**src/rtl/hazard_ctrl.sv**
```systemverilog
`default_nettype none
// ============================================================================
// Module   : hazard_ctrl
// Brief    : 5-stage RISC-V hazard unit. EX operand forwarding, load-use
//            stall, branch flush, multi-cycle EX-op stall sequencing, and
//            saturating stall/flush event counters.
// Revision : 1.0  initial release
// ============================================================================
module hazard_ctrl #(
  parameter int MC_STALL = 3,
  parameter int CNT_W    = 32
) (
  input  logic             clk,
  input  logic             reset,
  input  logic [4:0]       Rs1D,
  input  logic [4:0]       Rs2D,
  input  logic [4:0]       Rs1E,
  input  logic [4:0]       Rs2E,
  input  logic [4:0]       RdE,
  input  logic             ResultSrcE0,
  input  logic             PCSrcE,
  input  logic             McStartE,
  input  logic [4:0]       RdM,
  input  logic             RegWriteM,
  input  logic [4:0]       RdW,
  input  logic             RegWriteW,
  input  logic             CntClr,
  output logic             StallF,
  output logic             StallD,
  output logic             StallE,
  output logic             FlushD,
  output logic             FlushE,
  output logic             FlushM,
  output logic [1:0]       ForwardAE,
  output logic [1:0]       ForwardBE,
  output logic             McBusy,
  output logic             McDone,
  output logic [CNT_W-1:0] StallCount,
  output logic [CNT_W-1:0] FlushCount
);

  // Down-counter only needs to hold MC_STALL-1.
  localparam int MCW = (MC_STALL > 1) ? $clog2(MC_STALL) : 1;
  localparam logic [MCW-1:0] CNT_INIT = MCW'(MC_STALL - 1);
  localparam logic [MCW-1:0] CNT_ONE  = MCW'(1);

  typedef enum logic [1:0] {
    IDLE = 2'd0,
    BUSY = 2'd1,
    DONE = 2'd2
  } state_t;

  state_t           state_q, state_d;
  logic [MCW-1:0]   cnt_q, cnt_d;
  logic [CNT_W-1:0] stall_cnt_q, flush_cnt_q;
  logic             mc_stall;
  logic             lw_stall;

  // Forwarding: M-stage result wins over W-stage result; x0 never forwards.
  always_comb begin
    ForwardAE = 2'b00;
    ForwardBE = 2'b00;
    if (RegWriteM && (RdM != 5'd0) && (RdM == Rs1E))      ForwardAE = 2'b10;
    else if (RegWriteW && (RdW != 5'd0) && (RdW == Rs1E)) ForwardAE = 2'b01;
    if (RegWriteM && (RdM != 5'd0) && (RdM == Rs2E))      ForwardBE = 2'b10;
    else if (RegWriteW && (RdW != 5'd0) && (RdW == Rs2E)) ForwardBE = 2'b01;
  end

  assign lw_stall = ResultSrcE0 && (RdE != 5'd0) && ((RdE == Rs1D) || (RdE == Rs2D));

  // Multi-cycle state register; reset aborts any sequence immediately.
  always_ff @(posedge clk or posedge reset) begin
    if (reset) begin
      state_q <= IDLE;
      cnt_q   <= '0;
    end else begin
      state_q <= state_d;
      cnt_q   <= cnt_d;
    end
  end

  // Multi-cycle sequencing: start cycle stalls, BUSY counts down, DONE releases.
  always_comb begin
    state_d  = state_q;
    cnt_d    = cnt_q;
    mc_stall = 1'b0;
    McDone   = 1'b0;
    case (state_q)
      IDLE: begin
        if (McStartE) begin
          mc_stall = 1'b1;
          cnt_d    = CNT_INIT;
          state_d  = (MC_STALL == 1) ? DONE : BUSY;
        end
      end
      BUSY: begin
        mc_stall = 1'b1;
        if (cnt_q == CNT_ONE) state_d = DONE;
        else                  cnt_d   = cnt_q - CNT_ONE;
      end
      DONE: begin
        // The held op leaves EX at this edge; McStartE is not a new op yet.
        McDone  = 1'b1;
        state_d = IDLE;
      end
      default: state_d = IDLE;
    endcase
  end

  // Stall/flush arbitration: multi-cycle > branch taken > load-use.
  always_comb begin
    StallF = 1'b0;
    StallD = 1'b0;
    StallE = 1'b0;
    FlushD = 1'b0;
    FlushE = 1'b0;
    FlushM = 1'b0;
    if (mc_stall) begin
      StallF = 1'b1;
      StallD = 1'b1;
      StallE = 1'b1;
      FlushM = 1'b1;
    end else if (PCSrcE) begin
      FlushD = 1'b1;
      FlushE = 1'b1;
    end else if (lw_stall) begin
      StallF = 1'b1;
      StallD = 1'b1;
      FlushE = 1'b1;
    end
  end

  assign McBusy = mc_stall;

  // Saturating event counters; clear beats increment.
  always_ff @(posedge clk or posedge reset) begin
    if (reset) begin
      stall_cnt_q <= '0;
      flush_cnt_q <= '0;
    end else if (CntClr) begin
      stall_cnt_q <= '0;
      flush_cnt_q <= '0;
    end else begin
      if (StallD && !(&stall_cnt_q)) stall_cnt_q <= stall_cnt_q + 1'b1;
      if (FlushE && !(&flush_cnt_q)) flush_cnt_q <= flush_cnt_q + 1'b1;
    end
  end

  assign StallCount = stall_cnt_q;
  assign FlushCount = flush_cnt_q;

endmodule
`default_nettype wire

```
**config.mk**
```make
export PLATFORM = sky130hd
export DESIGN_NAME = hazard_ctrl
export DESIGN_NICKNAME = d
export VERILOG_FILES = /design/src/rtl/hazard_ctrl.sv
export SDC_FILE = /design/constraint.sdc
export NUM_CORES = 1
export LEC_CHECK = 0
export BUFFER_PORTS_ARGS = -buffer_cell sky130_fd_sc_hd__buf_2
export CELL_PAD_IN_SITES_DETAIL_PLACEMENT = 0
export CELL_PAD_IN_SITES_GLOBAL_PLACEMENT = 1
export CORE_ASPECT_RATIO = 2
export CORE_MARGIN = 10
export CORE_UTILIZATION = 35
export CTS_BUF_LIST = sky130_fd_sc_hd__clkbuf_8
export CTS_CLUSTER_DIAMETER = 120
export CTS_CLUSTER_SIZE = 30
export DETAILED_ROUTE_END_ITERATION = 6
export PLACE_DENSITY_LB_ADDON = 0.1
export SYNTH_ARGS = -nofsm -noshare
export SYNTH_HDL_FRONTEND = slang
export SYNTH_SLANG_ARGS = --single-unit
```
**constraint.sdc**
```tcl
create_clock -name clk -period 2.6 [get_ports clk]
set_input_delay 0.52 -clock clk [delete_from_list [all_inputs] [get_ports clk]]
set_output_delay 0.52 -clock clk [all_outputs]
set_load 0.05 [all_outputs]
```
==> run_results.csv <==
group,metric,value,unit
routing,detail-route-antenna-nets,0,
global_routing,grt_overflow,0,
clock_tree,postCtsSetupBuffers,0,
final_layout,fillers,1261,
timing,layout_worst_path_cycle_share,97.5,%
die,die_h,178,um
clock_tree,clockBufferDepth,2,
timing,setup_ws,64.6,ps
final_layout,post-route-util,45.7,%
flow_run,maxCapViolations,0,
clock_tree,htree_levels,3,
setup_path,crit_path_max_fanout,3,
clock_tree,ctsHoldBuffers,0,
worst_hold_path,hold_path_class,"input pin to asynchronous set/reset pin",
synth,synthDistinctLibCells,56,
global_routing,antenna_found_initial,0,
power,peakVddDrop,0.468,mV
routing,drt-initial-drc-count,151,
place,io_buffers,118,
setup_path,critPathKind,"input pin to primary output",
setup_path,rr_endpoint,"StallCount[23]",
global_routing,grt_usage,16.5,%
die,start_util,35.7,%
setup_path,r2r_cells,7,
clock_tree,clock-sinks,68,
global_routing,met1_usage,15.4,%
power,p_leak,2.49,nW
clock_tree,cts_buffers,9,
synth,synthArstFlopShare,100,%
synth,synth-seq-cells,68,
synth,yosysTopAreaCell,"dfrtp_1",
synth,ys_top_cells_by_area,"dfrtp_1 (39%), xor2_1 (5.2%), a21oi_1 (4.8%)",
place,gp_congestion,0.817,
synth,yosys_warnings,0,
synth,syn_area,4360,um^2
setup_path,crit_required,2080,ps
global_routing,first_global_vias,4512,
routing,num_vias,4356,
final_layout,drive_above_1_share,31.6,%
final_layout,finalNetCount,673,
timing,fin_setup_tns,0,ps
setup_path,r2r_slack,170,ps
setup_path,cp-end-kind,"primary output",
timing,finalClockSkew,11.8,ps
clock_tree,cts-root-buf,"clkbuf_8",
global_routing,top_usage_layer,"met2",
timing,setup_viol,0,
final_layout,final_cell_area,5570,um^2
power,finalPower,3.18,mW
global_routing,grt_pass1_wl,23700,um
timing,max_freq,394,MHz
clock_tree,tritoncts,"yes",
routing,dr.pass1.iters,6,
clock_tree,clk_latency,350,ps
clock_tree,path_clk_slew,80,ps
synth,synth.avg_cell_area,8.98,um^2
global_routing,use_met3,3.89,%
setup_path,worstPathArrival,2020,ps
die,fp.coreArea,12200,um^2
timing,finalMaxSlewViolations,0,
timing,min_period,2540,ps
die,die_w,98.9,um
setup_path,reg2reg_from,"StallCount[0]",
setup_path,worstSetupStartpointType,"input pin",
outcome,status,"finished, final reports clean",
die,row_count,57,
die,ios,119,
synth,synth-seq-area-share,39.1,%
global_routing,use_met2,33.5,%
timing,relSlewSlack,59.0,%
routing,routed_via_density,5.59,
global_routing,grt_max_degree,69,
routing,drc,0,
die,dieArea,17600,um^2
place,hpwl,11600,um
place,dpl_cell_area,5380,um^2
synth,synth_edf_count,0,
final_layout,area_growth,27.9,%
synth,yosys_most_used_dff,"dfrtp_1",
routing,wl_per_cell,19.0,um
synth,synth_top_area_share,39.1,%
synth,netlist_instances,485,
final_layout,diodes,0,
synth,syn_nets,531,
power,power_density,571,nW/um^2
timing,tightest_slew,607,ps
timing,hold_violations,0,
place,pre_cts_slack,-64.8,ps
routing,wirelength,14800,um
timing,rsz0062_at_grt,"true",
kinds of logic (layout without fill, tap and decap cells):
kind of cell | after synthesis | count (layout) | share of synthesized area (%)
buffers and inverters | 36 | 183 | 3.76
xor gates and xnor gates | 47 | 47 | 9.45
adders and majority gates | 3 | 3 | 0.862
muxes | 3 | 3 | 0.775
AOI/OAI and AO/OA | 106 | 106 | 15.4
DFF | 68 | 68 | 39.1
and+or+nand+nor | 222 | 222 | 30.7
report_power, final:
| part | leakage [nW] | switching (mW) | internal [mW] |
|---|---|---|---|
| Sequential | 0.940 | 0.0410 | 1.11 |
| Combinational | 1.45 | 0.868 | 0.411 |
| Clock | 0.0951 | 0.421 | 0.334 |
critical path, stage by stage:
cell      delay (ps)
buf_2            130
or4_1            110
o21ai_0          100
or4_1            600
nor4_4           280
clkbuf_4         260
worst max path at each step:
stage | start | to | slack, ps | cells after the start
floorplan | RdM[1] | ForwardAE[0] | -10 | 4
global placement | RdE[1] | FlushE | -70 | 6
detailed placement | RdE[1] | FlushE | -60 | 6
CTS | RdW[2] | ForwardBE[0] | 10 | 6
global route | RdW[2] | ForwardAE[0] | 5 | 6
finish | RdW[3] | ForwardAE[0] | 60 | 6
metrics by stage:
stage                     hold WS [ps]  instances
after floorplan                    449        485
after global placement             480        763
after detailed placement           497        763
after CTS                          250        779
after global routing               252        779
final                              222        779
layout by cell type (no fill, tap or decap), types with 3 or more instances in the layout:
cell      instances
o31ai_1          14
xnor2_1          21
clkbuf_8          9
mux2_2            3
buf_4            33
or3_1            21
o21a_1            3
nand3_1          28
o21ai_0          22
nor4_4            4
a21o_1            3
a31o_2            3
nor2b_1           3
or4_1            20
clkinv_2          4
ha_1              3
and3_1           11
nand2_1          37
nor3_1            7
dfrtp_1          68
nor3_4            5
nand4_1          12
nor2_1           33
buf_2           114
or4_4             4
xor2_1           26
a21oi_1          42
nor4_1           16
inv_1            17
metal layers:
layer	part of all wire (%)	up-vias
met3	4.2	21
met5	0	-
met1	34	2146
li1	-	2102
met2	60	87
met4	1.8	0
area by class of cell:
class	count	area, um^2	area share, %
repair buffers	151	877	15.7
inverters	16	60.1	1.08
well taps	147	184	3.30
multi-input cells	381	2590	46.5
flip-flops and latches	68	1700	30.5
clock inverters	7	36.3	0.651
clock buffers	9	124	2.22
state kept, by name (all words and copies together) (netlist names):
name and cells:
FlushCount 32, StallCount 32, cnt_q 2, state_q 2
cell usage after synthesis (2+ instances only):
cell,instances
dfrtp_1,68
a21oi_1,42
nand2_1,37
nor2_1,34
nand3_1,28
xor2_1,26
o21ai_0,23
or3_1,21
or4_1,21
xnor2_1,21
nor4_1,20
inv_1,16
o31ai_1,14
clkbuf_1,12
nand4_1,12
and3_1,11
nor3_1,7
nor3_4,5
a21o_1,3
a31o_2,3
buf_4,3
ha_1,3
mux2_2,3
nor2b_1,3
o21a_1,3
or4_4,3
a221oi_2,2
a22o_1,2
and2_1,2
and4_1,2
buf_2,2
buf_6,2
nand3b_1,2
nand4b_1,2
nor3_2,2
nor4b_1,2
o211ai_1,2
o21ai_2,2
or4b_1,2
repair_timing:
action | CTS | global route
resized for setup | 1 | 10
pin swaps | 0 | 1
setup endpoints to repair | 1 | 5
(Power assumes the default switching activity.)
